File: src/rtl/wb_writeback_unit.sv
// Register-file write port: arbitrates ALU and load results, buffers colliding loads,
// tracks pending loads for decode stalls. Define WB_BYPASS_EN for forwarding outputs.
module wb_writeback_unit #(
  parameter int LD_DEPTH = 2,
  parameter int XLEN     = 32
) (
  input  logic            clk,
  input  logic            rst_n,
  input  logic            alu_valid,
  input  logic [4:0]      alu_rd,
  input  logic [XLEN-1:0] alu_data,
  input  logic            ld_valid,
  output logic            ld_ready,
  input  logic [4:0]      ld_rd,
  input  logic [XLEN-1:0] ld_data,
  input  logic            iss_valid,
  input  logic [4:0]      iss_rd,
  input  logic [4:0]      rs1,
  input  logic            rs1_valid,
  input  logic [4:0]      rs2,
  input  logic            rs2_valid,
  input  logic [4:0]      dst,
  input  logic            dst_valid,
  output logic            stall,
  output logic            wr_en,
  output logic [4:0]      wr_rd,
  output logic [XLEN-1:0] wr_data
`ifdef WB_BYPASS_EN
  ,
  output logic            fwd_rs1_hit,
  output logic            fwd_rs2_hit,
  output logic [XLEN-1:0] fwd_rs1_data,
  output logic [XLEN-1:0] fwd_rs2_data
`endif
);

  localparam int          AW       = (LD_DEPTH > 1) ? $clog2(LD_DEPTH) : 1;
  localparam logic [AW:0] FULL_CNT = (AW+1)'(LD_DEPTH);
  localparam logic [AW:0] CNT_ONE  = (AW+1)'(1);
  localparam logic [AW-1:0] PTR_ONE = AW'(1);

  logic [4:0]      fifo_rd   [LD_DEPTH];
  logic [XLEN-1:0] fifo_data [LD_DEPTH];
  logic [AW-1:0]   wr_ptr, rd_ptr;
  logic [AW:0]     fifo_cnt;
  logic            fifo_empty, ld_acc, push, pop;

  logic            sel_vld_p0, sel_is_ld_p0;
  logic [4:0]      sel_rd_p0;
  logic [XLEN-1:0] sel_data_p0;

  logic [31:0]     busy, busy_nxt;

  assign fifo_empty = (fifo_cnt == '0);
  assign ld_ready   = (fifo_cnt != FULL_CNT);
  assign ld_acc     = ld_valid && ld_ready;

  // Stage p0: pick this cycle's write source (ALU > FIFO head > direct load)
  always_comb begin
    push         = 1'b0;
    pop          = 1'b0;
    sel_vld_p0   = 1'b0;
    sel_is_ld_p0 = 1'b0;
    sel_rd_p0    = alu_rd;
    sel_data_p0  = alu_data;
    if (alu_valid) begin
      sel_vld_p0 = 1'b1;
      push       = ld_acc;
    end else if (!fifo_empty) begin
      sel_vld_p0   = 1'b1;
      sel_is_ld_p0 = 1'b1;
      sel_rd_p0    = fifo_rd[rd_ptr];
      sel_data_p0  = fifo_data[rd_ptr];
      pop          = 1'b1;
      push         = ld_acc;
    end else if (ld_acc) begin
      sel_vld_p0   = 1'b1;
      sel_is_ld_p0 = 1'b1;
      sel_rd_p0    = ld_rd;
      sel_data_p0  = ld_data;
    end
  end

  always_ff @(posedge clk) begin
    if (push) begin
      fifo_rd[wr_ptr]   <= ld_rd;
      fifo_data[wr_ptr] <= ld_data;
    end
  end

  always_ff @(posedge clk or negedge rst_n) begin
    if (!rst_n) begin
      wr_ptr   <= '0;
      rd_ptr   <= '0;
      fifo_cnt <= '0;
    end else begin
      if (push) wr_ptr <= wr_ptr + PTR_ONE;
      if (pop)  rd_ptr <= rd_ptr + PTR_ONE;
      unique case ({push, pop})
        2'b10:   fifo_cnt <= fifo_cnt + CNT_ONE;
        2'b01:   fifo_cnt <= fifo_cnt - CNT_ONE;
        default: fifo_cnt <= fifo_cnt;
      endcase
    end
  end

  // Issue after clear so a same-cycle re-issue keeps the register pending
  always_comb begin
    busy_nxt = busy;
    if (sel_vld_p0 && sel_is_ld_p0) busy_nxt[sel_rd_p0] = 1'b0;
    if (iss_valid)                  busy_nxt[iss_rd]    = 1'b1;
    busy_nxt[0] = 1'b0;
  end

  always_ff @(posedge clk or negedge rst_n) begin
    if (!rst_n) busy <= '0;
    else        busy <= busy_nxt;
  end

  assign stall = (rs1_valid && busy[rs1]) || (rs2_valid && busy[rs2]) ||
                 (dst_valid && busy[dst]);

  // Stage p1: registered write port; rd==0 results are consumed without a write
  always_ff @(posedge clk or negedge rst_n) begin
    if (!rst_n) begin
      wr_en   <= 1'b0;
      wr_rd   <= '0;
      wr_data <= '0;
    end else begin
      wr_en <= sel_vld_p0 && (sel_rd_p0 != 5'd0);
      if (sel_vld_p0 && (sel_rd_p0 != 5'd0)) begin
        wr_rd   <= sel_rd_p0;
        wr_data <= sel_data_p0;
      end
    end
  end

`ifdef WB_BYPASS_EN
  assign fwd_rs1_hit  = wr_en && (wr_rd == rs1) && (rs1 != 5'd0);
  assign fwd_rs2_hit  = wr_en && (wr_rd == rs2) && (rs2 != 5'd0);
  assign fwd_rs1_data = wr_data;
  assign fwd_rs2_data = wr_data;
`endif

endmodule

File: config.mk
export PLATFORM = sky130hd
export DESIGN_NAME = wb_writeback_unit
export DESIGN_NICKNAME = d
export VERILOG_FILES = /design/src/rtl/wb_writeback_unit.sv
export SDC_FILE = /design/constraint.sdc
export NUM_CORES = 1
export LEC_CHECK = 0
export CORE_MARGIN = 2
export CORE_UTILIZATION = 35
export CTS_CLUSTER_DIAMETER = 30
export DETAILED_ROUTE_END_ITERATION = 10
export DONT_BUFFER_PORTS = 1
export HOLD_SLACK_MARGIN = 0.06
export PLACE_DENSITY = 0.47
export RECOVER_POWER = 50
export REMOVE_ABC_BUFFERS = 1
export SYNTH_ARGS = -nofsm -noshare
export SYNTH_HDL_FRONTEND = slang
export SYNTH_SLANG_ARGS = --single-unit
File: constraint.sdc
create_clock -name clk -period 3.4 [get_ports clk]
set_input_delay 0.68 -clock clk [delete_from_list [all_inputs] [get_ports clk]]
set_output_delay 0.68 -clock clk [all_outputs]
set_load 0.02 [all_outputs]
Yosys cells after proc, flatten, opt, wreduce, memory -nomap -nowiden
Memories as Yosys holds them, arrays and structs flattened.
Index checks and enable logic that the tools add are counted.
Cells by class
  magnitude comparators: 7
  reductions and logical operators: 13
  add/subtract/negate cells: 4
  mux-type cells: 29
  equal/unequal tests: 3
  bitwise gates (word level): 3
Operators with widths (count)
  $mux 32: 5
  $and 32x32->32: 1
  $not 32->32: 1
  $or 32x32->32: 1
  $lt 5x6->1 const B: 5
  $bmux 1 s5: 3
  $mux 1: 15
  $mux 5: 3
  $demux 1 s5: 2
  $ge 5x1->1 const B: 2
  $logic_and 1x1->1: 8
  $reduce_bool 5->1: 1
  $pmux 2 s2: 1
  $add 1x1->1 const B: 2
  $add 2x1->2 const B: 1
  $eq 2x1->1 const B: 1
  $eq 2x2->1 const B: 1
  $logic_not 2->1: 1
  $logic_or 1x1->1: 2
  $ne 2x2->1 const B: 1
  $reduce_bool 2->1: 1
  $sub 2x1->2 const B: 1
Storage, ports and cells
  bits in writable memories: 74
  logic and storage cells: 68
  register bits: 73
  memories: 2
  bits of input ports: 102
  output and inout bits: 40
Memories
  fifo_data: depth 2, bits a word 32, rd ports 1, clocked after memory_dff 0, write ports 1, line 43  | logic [XLEN-1:0] fifo_data [LD_DEPTH];
  fifo_rd: depth 2, bits a word 5, rd ports 1, clocked after memory_dff 0, write ports 1, line 42  | logic [4:0] fifo_rd [LD_DEPTH];

Logic depth before layout (Yosys ltp)
  depth in word-level cells: 14
  depth in mapped cells: 8
  depth with buffers taken out: 7

Worst setup path before layout
OpenSTA, ideal clock, no wires.
  path type: input -> register
  start: in ld_valid
  end: mem fifo_data[0][0] (enable)
  setup slack: -1 ps
  library setup time: 431 ps
  stages: 4
  required time: 2969 ps
  arrival time: 2970 ps
  path buffers: 2
  cell sequence: buf_2 > buf_1 > o21ai_0 > nor2_1
On the way
  cells in the longest elaborated chain, start to end: 5
RTL lines
  from (decl): line 12  | input logic ld_valid,
  $logic_and 1x1->1 (*): line 56  | assign ld_acc = ld_valid && ld_ready;
  $mux 1: line 69  | end else if (!fifo_empty) begin
  $mux 1 (*): line 66  | if (alu_valid) begin
  $mux 1 (*): line 85  | if (push) begin
  $mux 1 (not written as such) (*): line 87  | fifo_data[wr_ptr] <= ld_data;
  to (decl): line 43
Every way passes the cells marked *; elsewhere a longest branch is shown, timed or not.

Worst setup path after layout
  start: reg busy[29]
  end: out stall
On the way
  cells in the longest elaborated chain, start to end: 5
  elaborated cells between the ends (all ways): 11
  classes of those cells: mux (6); reduce/logical (5)
RTL lines
  from (decl): line 52  | logic [31:0] busy, busy_nxt;
  from (signal assigned): line 117  | else busy <= busy_nxt;
  $bmux 1 s5: line 120  | assign stall = (rs1_valid && busy[rs1]) || (rs2_valid && busy[rs2]) ||
  $mux 1 (not written as such): line 120
  $logic_and 1x1->1: line 120
  $logic_or 1x1->1: line 120
  $logic_or 1x1->1 (*): line 120
  to (decl): line 24  | output logic stall,
Every way passes the cells marked *; elsewhere a longest branch is shown, timed or not. The select of a mux whose other input is x is not followed.

==> metrics <==
synth top area cells=edfxtp_1, dfrtp_1, mux4_2; Clock Latency Late Sink=0.42 ns; H-tree lvl count=4; GR peak layer=met2; distinct cell type count of the synthesized netlist=60; final RePlAce weighted congestion=approximately 0.84; M1 GR Usage=23.3%; hold_sp=ld_data[1]; wire per inst=between 20 and 25 um; status=complete, but fails checks; FF-to-FF path depth=6; final hold vios=0; clock-pin slew on the worst setup and hold paths=0.07 ns; routing usage on met3=between 6 and 7%; number of max-cap violations=1; CTS tree=built; Post-Syn Area=7520 um2; setup TNS=0 ns; max-slew violation count=74; initial antenna violation count=0; DR vias/cell=5.98; Post-synth EDFFs=74; Leakage=~2.9 nW; post-synth top area share=29.6%; logic gate share of total power=30.0%; total power=0.00732 W; Area growth syn-to-layout=10.2%; RSZ-0062 raised after global routing=false; Async SR Flop Fraction=49.7%; Clock Tree Root=clkbuf_16; DR pass1 iterations=5; post-CTS resize count=0; setup slack, reg-to-reg=roughly 0.76 ns; grt ovf=0; sequential-to-total area share from yosys stat=53.9%; RR Startpoint=fifo_cnt[1]$_DFFE_PN0P_; core area=between 20000 and 25000 um2; crit path time final=~3 ns; initial core utilization=35.8%; Worst Path Class, Setup=reg -> out; Net Sw Power=0.00280 W; row count=53; clk buf depth=2; Seq cells post-synth=approximately 150; crit end category=output pin; Hold EP=fifo_data[0][1]$_DFFE_PP_; pwr dens=a little under 900 nW/um2; Worst Hold Class=in -> reg; HPWL Detailed=12.9 mm; switching share of power=38.2%; Worst Tran Pin Value=1.96 ns; Startpoint Class=flop; largest net degree at the start of global routing=74; vias in the first global route=5150; utilization after layout=39.4%; # clock sinks=147; sequential fraction of design power=45.4%; die height=about 150 um; failing checks=capacitance limit, slew limit; clk_skew=0.0132 ns; vias=roughly 5000; Worst slew margin=-30.4%; Ys Warns=0; Final ANT Viol Nets=0; final setup vio count=0; die area=22700 um2; met2 Usage GRT=roughly 29%; RR Endpoint=wr_data[0]$_DFFE_PN0P_; worst vdd ir=0.000434 V; Cells on Worst Hold Path=0; Die W=roughly 150 um; # DRC=0; layout cells sized above 1=19.8%; Port Buffers=0; Post-Syn Instances=about 570; ant diodes=0; first-pass GRT wire length=approximately 30 mm; Clock Power Share=24.6%; ys flop type=edfxtp_1; GRT Total Usage=~18%; crit-path max FO=4; Inserted Clock Buffers=17; synthesized area per cell=between 10 and 15 um2; Arr. time, crit path=about 2.4 ns; Post-Route WL=19.8 mm; cell-internal power=0.00453 W; commonest non-fill, non-tap cell in the layout=edfxtp_1; Initial DRC Count=419; fmax=roughly 330 MHz; IO Count=142; leading area contributor after synthesis=edfxtp_1; part of the cycle the worst path needs=89.3%; required time of the critical path=2.72 ns; fin nets=652; most frequent cells in the layout=edfxtp_1, dfrtp_1, a21oi_1, mux2i_1, o21ai_0
==> area by class of cell <==
class                   count  area [um2]
clock buffers              20         447
clock inverters            12         123
fillers                  1979       12700
inverters                   5        18.8
multi-input cells         367        3200
flip-flops and latches    147        4050
well taps                 275         344
repair buffers             11         101
==> worst max-delay path, stage by stage (launching register included) <==
cell and delay [ns]:
dfrtp_1 0.45, mux4_2 0.48, mux4_2 0.51, o2111ai_1 0.22, nand4_1 0.29
==> through the flow <==
step	hold slack, ns	cell area, um2	worst slack (ns)	cells
2_1_floorplan	0.384	7250	-0.976	519
3_3_place_gp	0.386	7710	0.604	804
3_5_place_dp	0.386	7710	0.576	804
4_1_cts	0.163	8310	0.375	837
5_1_grt	0.323	8280	0.276	837
6_report	0.353	8280	0.363	837
==> sequential cells by signal, summed over array words and instances (netlist names) <==
name / flops
wr_rd: 5
wr_en: 1
wr_ptr: 1
fifo_cnt: 2
fifo_data: 64
busy: 31
rd_ptr: 1
wr_data: 32
fifo_rd: 10
==> power groups by stage <==
stage	clock (W)	sequential (W)	combinational (W)
after CTS	0.00185	0.00333	0.00222
final	0.00180	0.00332	0.00220
after detailed placement	0	0.00335	0.00219
after floorplan	0	0.00318	0.00165
after global routing	0.00193	0.00341	0.00242
after global placement	0	0.00335	0.00216
==> cell families (layout without fill, tap and decap cells) <==
group           count (synthesis)  after routing  synth area share (%)
compound gates                227            227                  23.3
xor+xnor                        5              5                 0.583
fa+ha+maj                       1              1                 0.166
buf+inv                        54             48                  3.80
flops                         147            147                  53.9
mux                            70             70                  12.9
simple gates                   64             64                  5.38
==> metal layers <==
layer	wire length (um)	vias to the layer above
li1	-	2279
met1	8550	2519
met2	9380	182
met3	1600	22
met4	252	0
met5	0	-
==> synth_stat cells (3+ instances only) <==
cell,count
a22o_1,4
mux2_2,6
buf_1,4
and3_1,3
edfxtp_1,74
a221o_1,3
mux2i_1,42
o41ai_1,32
o2bb2ai_1,3
inv_1,4
buf_6,10
nor4bb_1,3
nand3_1,6
mux4_2,20
o2bb2ai_2,29
clkbuf_1,29
nor3_1,4
a21oi_1,67
xnor2_1,3
dfrtp_1,73
nand2_1,10
buf_2,6
o211ai_1,3
a211oi_1,33
nor2_1,10
o21ai_0,36
nand3b_1,6
==> worst max-delay path by stage <==
stage	startpoint	end	slack [ns]
finish	busy[29]$_DFF_PN0_	stall	0.36
global placement	dst[2]	stall	0.60
CTS	busy[15]$_DFF_PN0_	stall	0.38
global route	busy[15]$_DFF_PN0_	stall	0.28
floorplan	rd_ptr$_DFFE_PN0P_	wr_rd[2]$_DFFE_PN0P_	-0.98
detailed placement	dst[2]	stall	0.58
==> what timing repair did <==
item,4_1_cts,5_1_grt
setup endpoints to repair,0,0
hold buffers,1,0
endpoints found under the hold margin,73,0
buffers inserted,0,0
Note: power is estimated with default switching activity, not from simulation.
